<file path="src/rtl/stack_mc_controller.sv">
// stack_mc_controller: multicycle control unit for the stack-machine CPU.
// Sequences fetch/decode/stack/memory/ALU/branch micro-steps from the IR opcode,
// honours memory wait states and flags the last cycle of every instruction.
// Build option: define STACK_GUARD_EN to enable the stack depth guard, the
// sp_cnt occupancy counter and the terminal FAULT trap.
module stack_mc_controller #(
  parameter  int unsigned OPW   = 3,
  parameter  int unsigned DEPTH = 16,
  parameter  int unsigned ALUW  = 2,
  localparam int unsigned SPW   = $clog2(DEPTH + 1)
) (
  input  logic            clk,
  input  logic            rst,
  input  logic [OPW-1:0]  opcode,
  input  logic            mem_ready,
  output logic            ldA,
  output logic            ldB,
  output logic            push,
  output logic            pop,
  output logic            tos,
  output logic            IRWrite,
  output logic            memWrite,
  output logic            memRead,
  output logic            pcWriteCond,
  output logic            pcWrite,
  output logic            pcSrc,
  output logic            IorD,
  output logic            srcA,
  output logic            srcB,
  output logic            MtoS,
  output logic [ALUW-1:0] ALUOp,
  output logic [SPW-1:0]  sp_cnt,
  output logic            fault,
  output logic            instr_done
);

  typedef enum logic [3:0] {
    S_FETCH,
    S_DECODE,
    S_JZ,
    S_JMP,
    S_PUSH_RD,
    S_PUSH_WR,
    S_POP1,
    S_LDA,
    S_POP_WR,
    S_POP2,
    S_LDB,
    S_ALU,
    S_NOT_ALU,
    S_PUSH_RES
`ifdef STACK_GUARD_EN
    , S_FAULT
`endif
  } state_t;

  localparam logic [2:0] OP_ADD  = 3'd0;
  localparam logic [2:0] OP_SUB  = 3'd1;
  localparam logic [2:0] OP_AND  = 3'd2;
  localparam logic [2:0] OP_NOT  = 3'd3;
  localparam logic [2:0] OP_PUSH = 3'd4;
  localparam logic [2:0] OP_POP  = 3'd5;
  localparam logic [2:0] OP_JMP  = 3'd6;
  localparam logic [2:0] OP_JZ   = 3'd7;

  state_t     r_state;
  state_t     w_dec_next;
  logic [2:0] w_op;
  logic       w_op_legal;

  // Low three bits select the instruction; any set upper bit makes it illegal.
  assign w_op       = opcode[2:0];
  assign w_op_legal = ((opcode >> 3) == '0);

`ifdef STACK_GUARD_EN
  logic [SPW-1:0] r_sp;
  logic           r_fault;
  logic           w_depth_ok;

  assign sp_cnt = r_sp;
  assign fault  = r_fault;

  // Occupancy each instruction needs before it may start.
  always_comb begin
    w_depth_ok = 1'b1;
    case (w_op)
      OP_PUSH:             w_depth_ok = (32'(r_sp) < DEPTH);
      OP_JMP:              w_depth_ok = 1'b1;
      OP_NOT, OP_POP, OP_JZ: w_depth_ok = (r_sp != '0);
      default:             w_depth_ok = (32'(r_sp) >= 32'd2);
    endcase
  end
`else
  assign sp_cnt = '0;
  assign fault  = 1'b0;
`endif

  // DECODE dispatch target, including the illegal/guard escape.
  always_comb begin
    w_dec_next = S_POP1;
    case (w_op)
      OP_JZ:   w_dec_next = S_JZ;
      OP_JMP:  w_dec_next = S_JMP;
      OP_PUSH: w_dec_next = S_PUSH_RD;
      default: w_dec_next = S_POP1;
    endcase
`ifdef STACK_GUARD_EN
    if (!w_op_legal || !w_depth_ok) w_dec_next = S_FAULT;
`else
    if (!w_op_legal) w_dec_next = S_FETCH;
`endif
  end

  // State register with next-state sequencing, stack occupancy and fault flag.
  always_ff @(posedge clk or negedge rst) begin
    if (!rst) begin
      r_state <= S_FETCH;
`ifdef STACK_GUARD_EN
      r_sp    <= '0;
      r_fault <= 1'b0;
`endif
    end else begin
      case (r_state)
        S_FETCH:    if (mem_ready) r_state <= S_DECODE;
        S_DECODE:   r_state <= w_dec_next;
        S_JZ:       r_state <= S_FETCH;
        S_JMP:      r_state <= S_FETCH;
        S_PUSH_RD:  if (mem_ready) r_state <= S_PUSH_WR;
        S_PUSH_WR:  r_state <= S_FETCH;
        S_POP1:     r_state <= S_LDA;
        S_LDA: begin
          if (w_op == OP_POP)      r_state <= S_POP_WR;
          else if (w_op == OP_NOT) r_state <= S_NOT_ALU;
          else                     r_state <= S_POP2;
        end
        S_POP_WR:   if (mem_ready) r_state <= S_FETCH;
        S_POP2:     r_state <= S_LDB;
        S_LDB:      r_state <= S_ALU;
        S_ALU:      r_state <= S_PUSH_RES;
        S_NOT_ALU:  r_state <= S_PUSH_RES;
        S_PUSH_RES: r_state <= S_FETCH;
`ifdef STACK_GUARD_EN
        S_FAULT:    r_state <= S_FAULT;
`endif
        default:    r_state <= S_FETCH;
      endcase
`ifdef STACK_GUARD_EN
      case (r_state)
        S_PUSH_WR, S_PUSH_RES: r_sp <= r_sp + SPW'(1);
        S_POP1, S_POP2:        r_sp <= r_sp - SPW'(1);
        default:               r_sp <= r_sp;
      endcase
      if (r_state == S_DECODE && w_dec_next == S_FAULT) r_fault <= 1'b1;
`endif
    end
  end

  // Moore strobe decode; handshake strobes qualified by mem_ready; all low in reset.
  always_comb begin
    ldA         = 1'b0;
    ldB         = 1'b0;
    push        = 1'b0;
    pop         = 1'b0;
    tos         = 1'b0;
    IRWrite     = 1'b0;
    memWrite    = 1'b0;
    memRead     = 1'b0;
    pcWriteCond = 1'b0;
    pcWrite     = 1'b0;
    pcSrc       = 1'b0;
    IorD        = 1'b0;
    srcA        = 1'b0;
    srcB        = 1'b0;
    MtoS        = 1'b0;
    ALUOp       = '0;
    instr_done  = 1'b0;
    if (rst) begin
      tos = 1'b1;
      case (r_state)
        S_FETCH: begin
          memRead = 1'b1;
          srcA    = 1'b1;
          srcB    = 1'b1;
          tos     = 1'b0;
          IRWrite = mem_ready;
          pcWrite = mem_ready;
        end
        S_DECODE: begin
`ifndef STACK_GUARD_EN
          instr_done = !w_op_legal;
`endif
        end
        S_JZ: begin
          pcWriteCond = 1'b1;
          pcSrc       = 1'b1;
          instr_done  = 1'b1;
        end
        S_JMP: begin
          pcWrite    = 1'b1;
          pcSrc      = 1'b1;
          instr_done = 1'b1;
        end
        S_PUSH_RD: begin
          memRead = 1'b1;
          IorD    = 1'b1;
        end
        S_PUSH_WR: begin
          push       = 1'b1;
          MtoS       = 1'b1;
          instr_done = 1'b1;
        end
        S_POP1:  pop = 1'b1;
        S_LDA:   ldA = 1'b1;
        S_POP_WR: begin
          memWrite   = 1'b1;
          IorD       = 1'b1;
          instr_done = mem_ready;
        end
        S_POP2:    pop   = 1'b1;
        S_LDB:     ldB   = 1'b1;
        S_ALU:     ALUOp = opcode[ALUW-1:0];
        S_NOT_ALU: ALUOp = '1;
        S_PUSH_RES: begin
          push       = 1'b1;
          instr_done = 1'b1;
        end
`ifdef STACK_GUARD_EN
        S_FAULT:   tos = 1'b0;
`endif
        default:   tos = 1'b1;
      endcase
    end
  end

endmodule
</file>
<file path="config.mk">
export PLATFORM = sky130hd
export DESIGN_NAME = stack_mc_controller
export DESIGN_NICKNAME = d
export VERILOG_FILES = /design/src/rtl/stack_mc_controller.sv
export SDC_FILE = /design/constraint.sdc
export NUM_CORES = 1
export LEC_CHECK = 0
export ABC_AREA = 1
export CAP_MARGIN = 40
export CORE_AREA = 10 10 47 49
export CTS_BUF_LIST = sky130_fd_sc_hd__clkbuf_4
export CTS_CLUSTER_DIAMETER = 120
export DETAILED_ROUTE_END_ITERATION = 12
export DIE_AREA = 0 0 57 59
export DONT_BUFFER_PORTS = 1
export HOLD_SLACK_MARGIN = 0.05
export PLACE_DENSITY = 0.53
export REMOVE_ABC_BUFFERS = 1
export SYNTH_ARGS = -nofsm -noshare
export SYNTH_HDL_FRONTEND = slang
export SYNTH_SLANG_ARGS = --single-unit
</file>
<file path="constraint.sdc">
create_clock -name clk -period 1.3 [get_ports clk]
set_input_delay 0.26 -clock clk [delete_from_list [all_inputs] [get_ports clk]]
set_output_delay 0.26 -clock clk [all_outputs]
set_load 0.02 [all_outputs]
</file>
==> metrics.txt <==
largest fanout on the critical path 4; max reg flops 4; wire per inst 13.49 um; H-tree depth 1; share of cells above drive strength 1 0.6739; reg-to-reg slack, setup -0.07 ns; final cell count without fillers 154; FP Rows 14; Storage cell area 105.1 um2; Tot GR Track Use 0.1196; Leak 0.5750 nW; total congestion overflow 0; Worst Tran Pin Value 0.6340 ns; initial core utilization 0.3723; Clock Sinks 4; final net count 146; Worst Path Required between 1 and 1.5 ns; launch point of the critical path r_state[1]; Yosys reg bits 4; fin util 0.7938; Top Registers r_state x4; unique cell type count in the Yosys netlist 18; Slowest cell on crit path dfrtp_2; Routed WL approximately 2100 um; Worst-Skew Late Latency 0.23 ns; max-slew violations 0; Core ar. around 1400 um2; DRC viols 0; Avg Cell Area, Syn between 5 and 6 um2; Vias 722; Post-DP HPWL ~1400 um; RR Startpoint r_state[1]; Fin Setup TNS -5.069 ns; n_diodes 0; I/O pin count 30; crit path launch type register; CP cell instances nor2_4, inv_4, nor2_4, nand2_4, buf_4, inv_4; Clock Skew roughly 0.0046 ns; Detailed Routing Iterations Pass 1 4; Final setup violation count 20; Synth area leader dfrtp_1; die area 3363 um2; Iteration-0 DRC Markers 12; Layout area overhead 113.2%; Reg with most FFs r_state; status complete, but fails checks; Data arrival, critical path roughly 1.4 ns; worst rel slew slack 0.5769; cell count after placement approximately 140; CTS tree yes; Inserted Clock Buffers 3; fin crit period 1.628 ns; f_max roughly 0.61 GHz; Final Cell Area 1112 um2; top post-synthesis cells by area dfrtp_1 (19%), nor2_1 (14%), nand2_1 (13%); vias in the first global route 778; Die Y 59 um; Crit Path Class reg -> out; Power Density 1970 nW/um2; clock root buffer clkbuf_4; Multi-input gate area 510.5 um2; Worst Setup End Kind primary output; RSZ-0062 raised after global routing true; placed cell area approximately 750 um2; PortBufs 0; vias per cell ~4.7; Mapped Area 521.8 um2; Filler cells 94; top cell type's share of synthesized area 0.1918; sequential-to-total area share from yosys stat 0.1918; CTS clk-pin slew, worst paths 0.03 ns; largest net degree at the start of global routing 14; hold_sp opcode[0]; Tightest Hold Check Type in -> reg; CTS Buffer Depth 2; Placer Congestion approximately 0.84; Ys Warns 0; failing checks setup timing; CP peak stage delay 0.43 ns; die width roughly 57 um; final worst slack -0.3285 ns; period utilisation layout 1.253; first-pass GRT wire length 3374 um; antenna violations before repair 0; max_cap viols 0; ANT nets after route 0; Max VDD drop approximately 1300 uV; Synth Instances 95; final number of hold-violating endpoints 0
[cells by family after synthesis]
logic type	Yosys count	share of synthesized area
and+or+nand+nor	56	0.4628
buffers and inverters	25	0.2302
DFF	4	0.1919
other	1	0.007187
AOI/OAI and AO/OA	9	0.1079
[path summary, 6_finish.rpt]
check                             endpoint  cells after the start
worst max-delay path              memWrite                      6
worst min-delay path            r_state[1]                      2
worst max register to register  r_state[0]                     10
worst min register to register  r_state[1]                      4
max in group asynchronous       r_state[2]                      1
min in group asynchronous       r_state[3]                      1
[final cells by class]
class / count / area share
inverter: 17 / 0.06187
multi-input combinational: 71 / 0.4589
tap: 16 / 0.01800
sequential: 4 / 0.09449
clock buffer: 3 / 0.02025
timing repair buffer: 43 / 0.3465
[timing repair]
action                                  CTS  global route
resized for setup                        38            36
cloned                                    0             0
setup buffers                             6             3
hold endpoints to repair                  4             0
endpoints found under the setup margin   18            21
hold buffers                              1             0
pin swaps                                 8             5
[power breakdown]
group	total [mW]	switching [mW]	internal, mW	leakage (nW)
Clock	0.149	0.0463	0.103	0.0138
Combinational	1.76	0.930	0.828	0.515
Sequential	0.285	0.0982	0.187	0.0463
[cell usage in the layout (no fill, tap or decap), drive strengths merged]
cell / Yosys / layout
nor3: 7 / 7
nand2: 22 / 22
conb: 1 / 6
dlygate4sd3: 0 / 1
a31oi: 1 / 1
inv: 17 / 17
o21ai: 2 / 2
dfrtp: 4 / 4
o22ai: 1 / 1
nand3: 6 / 6
nor2: 21 / 21
o31ai: 2 / 2
buf: 7 / 42
a21oi: 3 / 3
clkbuf: 1 / 3
[Yosys cell counts]
master,instances
nor2_1,19
nand2_1,18
inv_1,14
buf_4,7
nor3_1,7
nand3_1,6
dfrtp_1,4
nand2_2,4
a21oi_1,3
inv_2,3
nor2_2,2
o31ai_1,2
a31oi_1,1
clkbuf_1,1
conb_1,1
o21ai_0,1
o21ai_2,1
o22ai_1,1
[stage by stage]
stage / setup slack [ns] / hold WS [ns] / power, mW
5_1_grt: -0.4046 / 0.1922 / 2.368
6_report: -0.3285 / 0.2003 / 2.191
2_1_floorplan: -0.1897 / -0.03559 / 0.8548
3_3_place_gp: -0.09413 / -0.03525 / 1.375
3_5_place_dp: -0.1326 / -0.03521 / 1.379
4_1_cts: -0.3207 / 0.1983 / 1.844
[per-layer routing]
layer	GRT usage	wire length, um
met5	0	0
met4	0.02349	14
met3	0.03648	103
met2	0.2186	1094
met1	0.1329	865
[critical path: cells and delay by family, from the launching register on]
kind | cells | cell delay [ns]
flip-flops | 1 | 0.43
AND/OR/NAND/NOR | 3 | 0.41
buffers and inverters | 3 | 0.29
Note: power is estimated with default switching activity, not from simulation.
==> edit 1: new RTL, same settings <==
Set the parameter `ALUW` to 1 (it was 2).
--- a/src/rtl/stack_mc_controller.sv
+++ b/src/rtl/stack_mc_controller.sv
@@ -6,7 +6,7 @@
 module stack_mc_controller #(
   parameter  int unsigned OPW   = 3,
   parameter  int unsigned DEPTH = 16,
-  parameter  int unsigned ALUW  = 2,
+  parameter  int unsigned ALUW  = 1,
   localparam int unsigned SPW   = $clog2(DEPTH + 1)
 ) (
   input  logic            clk,
Ports: changed (resized ALUOp); port bits go from 30 to 29. The function was not compared with the original's and may differ.
==> edit 1 against the unedited design <==
The run ends with hold timing, setup timing left. Sequential power decreased by 7.0%. Sequential cell count unchanged. Final area fell by 9.7%. Area after synthesis shrank 0.72%. Critical path type unchanged. Count of clock-buffer cells in the layout did not move. Die area did not move. Register-to-register slack got worse by 0.18 ns. Combinational power grew 2%. Setup slack got worse by 0.022 ns. First-iteration DRC count grew 25%. Power up 1.0%. Final cell count fell by 0.65%. Routed wire length decreased by 1.1%.
==> edit 1: results (changes against the unedited design) <==
{
  "layout": {
    "areaGrowthSynthToFinish_pct": 94.0,
    "non_filler_instance_count_after_layout": {"value": 153, "change": "-0.65%"},
    "fill_cells": {"value": 114, "change": "+21%"},
    "share_of_layout_cells_above_drive_strength_1": {"value": 61.3, "unit": "%", "change": "-6.1 points"},
    "num-nets-final": {"value": 145, "change": "-0.68%"}
  },
  "placed_design": {
    "place_hpwl": {"value": 1.37, "unit": "mm", "change": "+1.6%"},
    "place_ws": {"value": -0.200, "unit": "ns", "change": "-0.0671 ns"},
    "dpl_cell_area": {"value": 761, "unit": "µm²", "change": "+1.2%"}
  },
  "synth": {
    "netlist_top_cells_area": "dfrtp_1 (19%), nor2_1 (15%), nand2_1 (14%)",
    "synth_common_cells": "nor2_1 (21), nand2_1 (19), inv_1 (14), buf_4 (7)",
    "portion_of_the_post_synthesis_area_used_by_sequential_elements": {"value": 19.3, "unit": "%", "change": "+0.14 points"}
  },
  "critical_path": {
    "critical_path_arrival": {"value": 1.39, "unit": "ns", "change": "+0.02 ns"},
    "crit_path_top_delay_cell": "dfrtp_1",
    "worst_path_largest_cell_delay": {"value": 0.41, "unit": "ns", "change": "-0.02 ns"}
  },
  "pwr": {
    "vdd.ir_drop.worst": {"value": 1.49, "unit": "mV", "change": "+18%"},
    "switching_fraction": {"value": 46.7, "unit": "%", "change": "-2.3 points"},
    "power_per_cell_area": {"value": 2200, "unit": "nW/µm²", "change": "+12%"},
    "p_leak": {"value": 0.534, "unit": "nW", "change": "-7.1%"},
    "sequentialPower": {"value": 0.000265, "unit": "W", "change": "-7.0%"}
  },
  "detailed_routing": {
    "post_detailed_route_via_to_cell_ratio": {"value": 4.68, "change": "-0.18%"},
    "drtIter0Drc": {"value": 15, "change": "+3"},
    "wl_per_cell": {"value": 13.4, "unit": "µm", "change": "-0.46%"}
  },
  "sta": {
    "timing.clock.skew": {"value": 0.00272, "unit": "ns", "change": "-0.00193 ns"},
    "hold_ws": {"value": -0.277, "unit": "ns", "change": "-0.477 ns"},
    "setup_ws": {"value": -0.351, "unit": "ns", "change": "-0.0225 ns"},
    "final_hold_viols": {"value": 4, "change": "+4"},
    "final-setup-viol-count": {"value": 19, "change": "-5.0%"}
  },
  "grt": {
    "grt_max_degree": {"value": 13, "change": "-1"},
    "first_global_vias": {"value": 746, "change": "-4.1%"},
    "grtUsageTotal": {"value": 11.7, "unit": "%", "change": "-0.28 points"},
    "grt_first_pass_wirelength": {"value": 3.21, "unit": "mm", "change": "-4.9%"}
  },
  "run_status": {
    "outcome": "complete, but fails checks",
    "violations": "hold timing, setup timing"
  },
  "min_path": {
    "hold_path.class": "input pin to async pin"
  }
}
[edit 1: cell types whose count changed after synthesis, moves of 2 or more]
cell and change:
a21oi_1 +3, nand2_2 -3, nor2_1 +2, nor2_4 +2, o31ai_1 -2
[edit 1: what timing repair did]
item	4_1_cts	5_1_grt
hold endpoints to repair	4	4
pin swaps	13	11
setup endpoints to repair	18	20
gates resized for setup	31	20
setup buffers	11	2
[edit 1: layout make-up]
class,instances,area (µm²),share of cell area [%]
Inverter,17,66.3,6.60
Multi-Input combinational cell,71,417,41.5
Timing Repair Buffer,42,377,37.5
Tap cell,16,20.0,1.99
Sequential cell,4,103,10.2
Clock buffer,3,22.5,2.24
[edit 1: logic make-up after synthesis]
| kind of cell | share of synthesized area (%) |
|---|---|
| AND/OR/NAND/NOR | 48.8 |
| buffers and inverters | 23.2 |
| AO/OA/AOI/OAI | 7.97 |
| flip-flops | 19.3 |
| other | 0.724 |
[edit 1: path summary, 6_finish.rpt]
kind                                        startpoint  cells after the start                     end  slack (ns)
worst max-delay path            r_state[1]$_DFFE_PN0P_                      6                 pcWrite       -0.35
worst max register to register  r_state[1]$_DFFE_PN0P_                     10  r_state[0]$_DFFE_PN0P_       -0.25
worst min register to register  r_state[1]$_DFFE_PN0P_                      4  r_state[2]$_DFFE_PN0P_        0.75
max in group asynchronous                          rst                      0  r_state[2]$_DFFE_PN0P_        1.50
worst min-delay path                               rst                      0  r_state[3]$_DFFE_PN0P_       -0.28
min in group clk                             mem_ready                      3  r_state[3]$_DFFE_PN0P_        0.23
[edit 1: layer usage]
layer / vias to the layer above / routed length (µm) / GRT usage (%)
li1: 366 / - / -
met1: 317 / 769 / 11.6
met2: 27 / 1110 / 20.9
met3: 6 / 136 / 3.43
met4: 0 / 39 / 7.38
met5: - / 0 / 0
==> edit 2: new RTL, same settings <==
Made on the original files. The option `STACK_GUARD_EN` is turned on by a define.
--- a/src/rtl/stack_mc_controller.sv
+++ b/src/rtl/stack_mc_controller.sv
@@ -3,6 +3,8 @@
 // honours memory wait states and flags the last cycle of every instruction.
 // Build option: define STACK_GUARD_EN to enable the stack depth guard, the
 // sp_cnt occupancy counter and the terminal FAULT trap.
+`define STACK_GUARD_EN
+
 module stack_mc_controller #(
   parameter  int unsigned OPW   = 3,
   parameter  int unsigned DEPTH = 16,
Check against the original RTL: not equivalent (Yosys sat finds a counterexample within 4 cycles, from zero or initial values and one cycle with rst low).
==> edit 2 against the unedited design <==
The run now fails in 4_1_cts. Area after synthesis is 77% higher. Synthesized cell count is 57% higher.
==> edit 2: results (changes against the unedited design) <==
{
  "clocking": {
    "cts_root_buffer": "clkbuf_4",
    "numClockSinks": {"value": 10, "change": "+6"},
    "post_cts_repair_timing_setup_buffer_count": {"value": 9, "change": "+3"},
    "clock_tree.buffer_depth": {"value": 2, "change": "unchanged"},
    "ctsResizeCount": {"value": 49, "change": "+29%"},
    "cts_buffers": {"value": 3, "change": "unchanged"},
    "cts_hold_buf": {"value": 1, "change": "unchanged"},
    "ctsHtreeMaxLevel": {"value": 1, "change": "unchanged"}
  },
  "synth": {
    "synth_common_cells": "nand2_1 (40), nor2_1 (22), inv_1 (21), nand3_1 (14), dfrtp_1 (10)",
    "yosys.cell_types.count": {"value": 25, "change": "+7"},
    "synthesis.yosys.warnings": {"value": 0, "change": "unchanged"},
    "synth_flop_cell": "dfrtp_1",
    "portion_of_the_post_synthesis_area_used_by_sequential_elements": {"value": 27.1, "unit": "%", "change": "+7.9 points"},
    "netlist_top_cells_area": "dfrtp_1 (27%), nand2_1 (16%), nor2_1 (8.9%)",
    "yosys.cell_count.top_type": "nand2_1",
    "synthArstFlopShare": {"value": 100, "unit": "%", "change": "unchanged"}
  },
  "run_status": {
    "stop_stage": "4_1_cts",
    "tool.error": "[ERROR DPL-0038] Utilization greater than 100%, impossible to legalize",
    "outcome": "stopped before the end"
  },
  "placed_design": {
    "gp_congestion": {"value": 0.908, "change": "+8.1%"},
    "place_hpwl": {"value": 2.42, "unit": "mm", "change": "+79%"},
    "place_ws": {"value": -0.525, "unit": "ns", "change": "-0.392 ns"},
    "portBuffers": {"value": 0, "change": "unchanged"}
  }
}
==> edit 2: cell types whose count changed after synthesis, moves of 2 or more <==
cell | unedited run | this run
o21ai_0 | 1 | 7
a21oi_1 | 3 | 7
inv_1 | 14 | 21
nor2_1 | 19 | 22
nand3_1 | 6 | 14
dfrtp_1 | 4 | 10
nand2_2 | 4 | 1
inv_2 | 3 | 1
nand2_1 | 18 | 40
buf_6 | 0 | 2
buf_4 | 7 | 1
nand4_1 | 0 | 2
ha_1 | 0 | 3
==> edit 2: logic make-up after synthesis <==
kind of cell	count (synthesis)	share of synthesized area, %
AO/OA/AOI/OAI	17	10.0
AND/OR/NAND/NOR	90	42.2
adder cells (fa/ha/maj)	4	6.23
flip-flops	10	27.1
XOR/XNOR	2	1.89
buffers and inverters	26	12.6
==> edit 2: through the flow <==
| stage | area, µm² | TNS (ns) | instances |
|---|---|---|---|
| 2_1_floorplan | 891 | -4.74 | 145 |
| 3_3_place_gp | 1260 | -4.40 | 207 |
| 3_5_place_dp | 1260 | -5.56 | 207 |
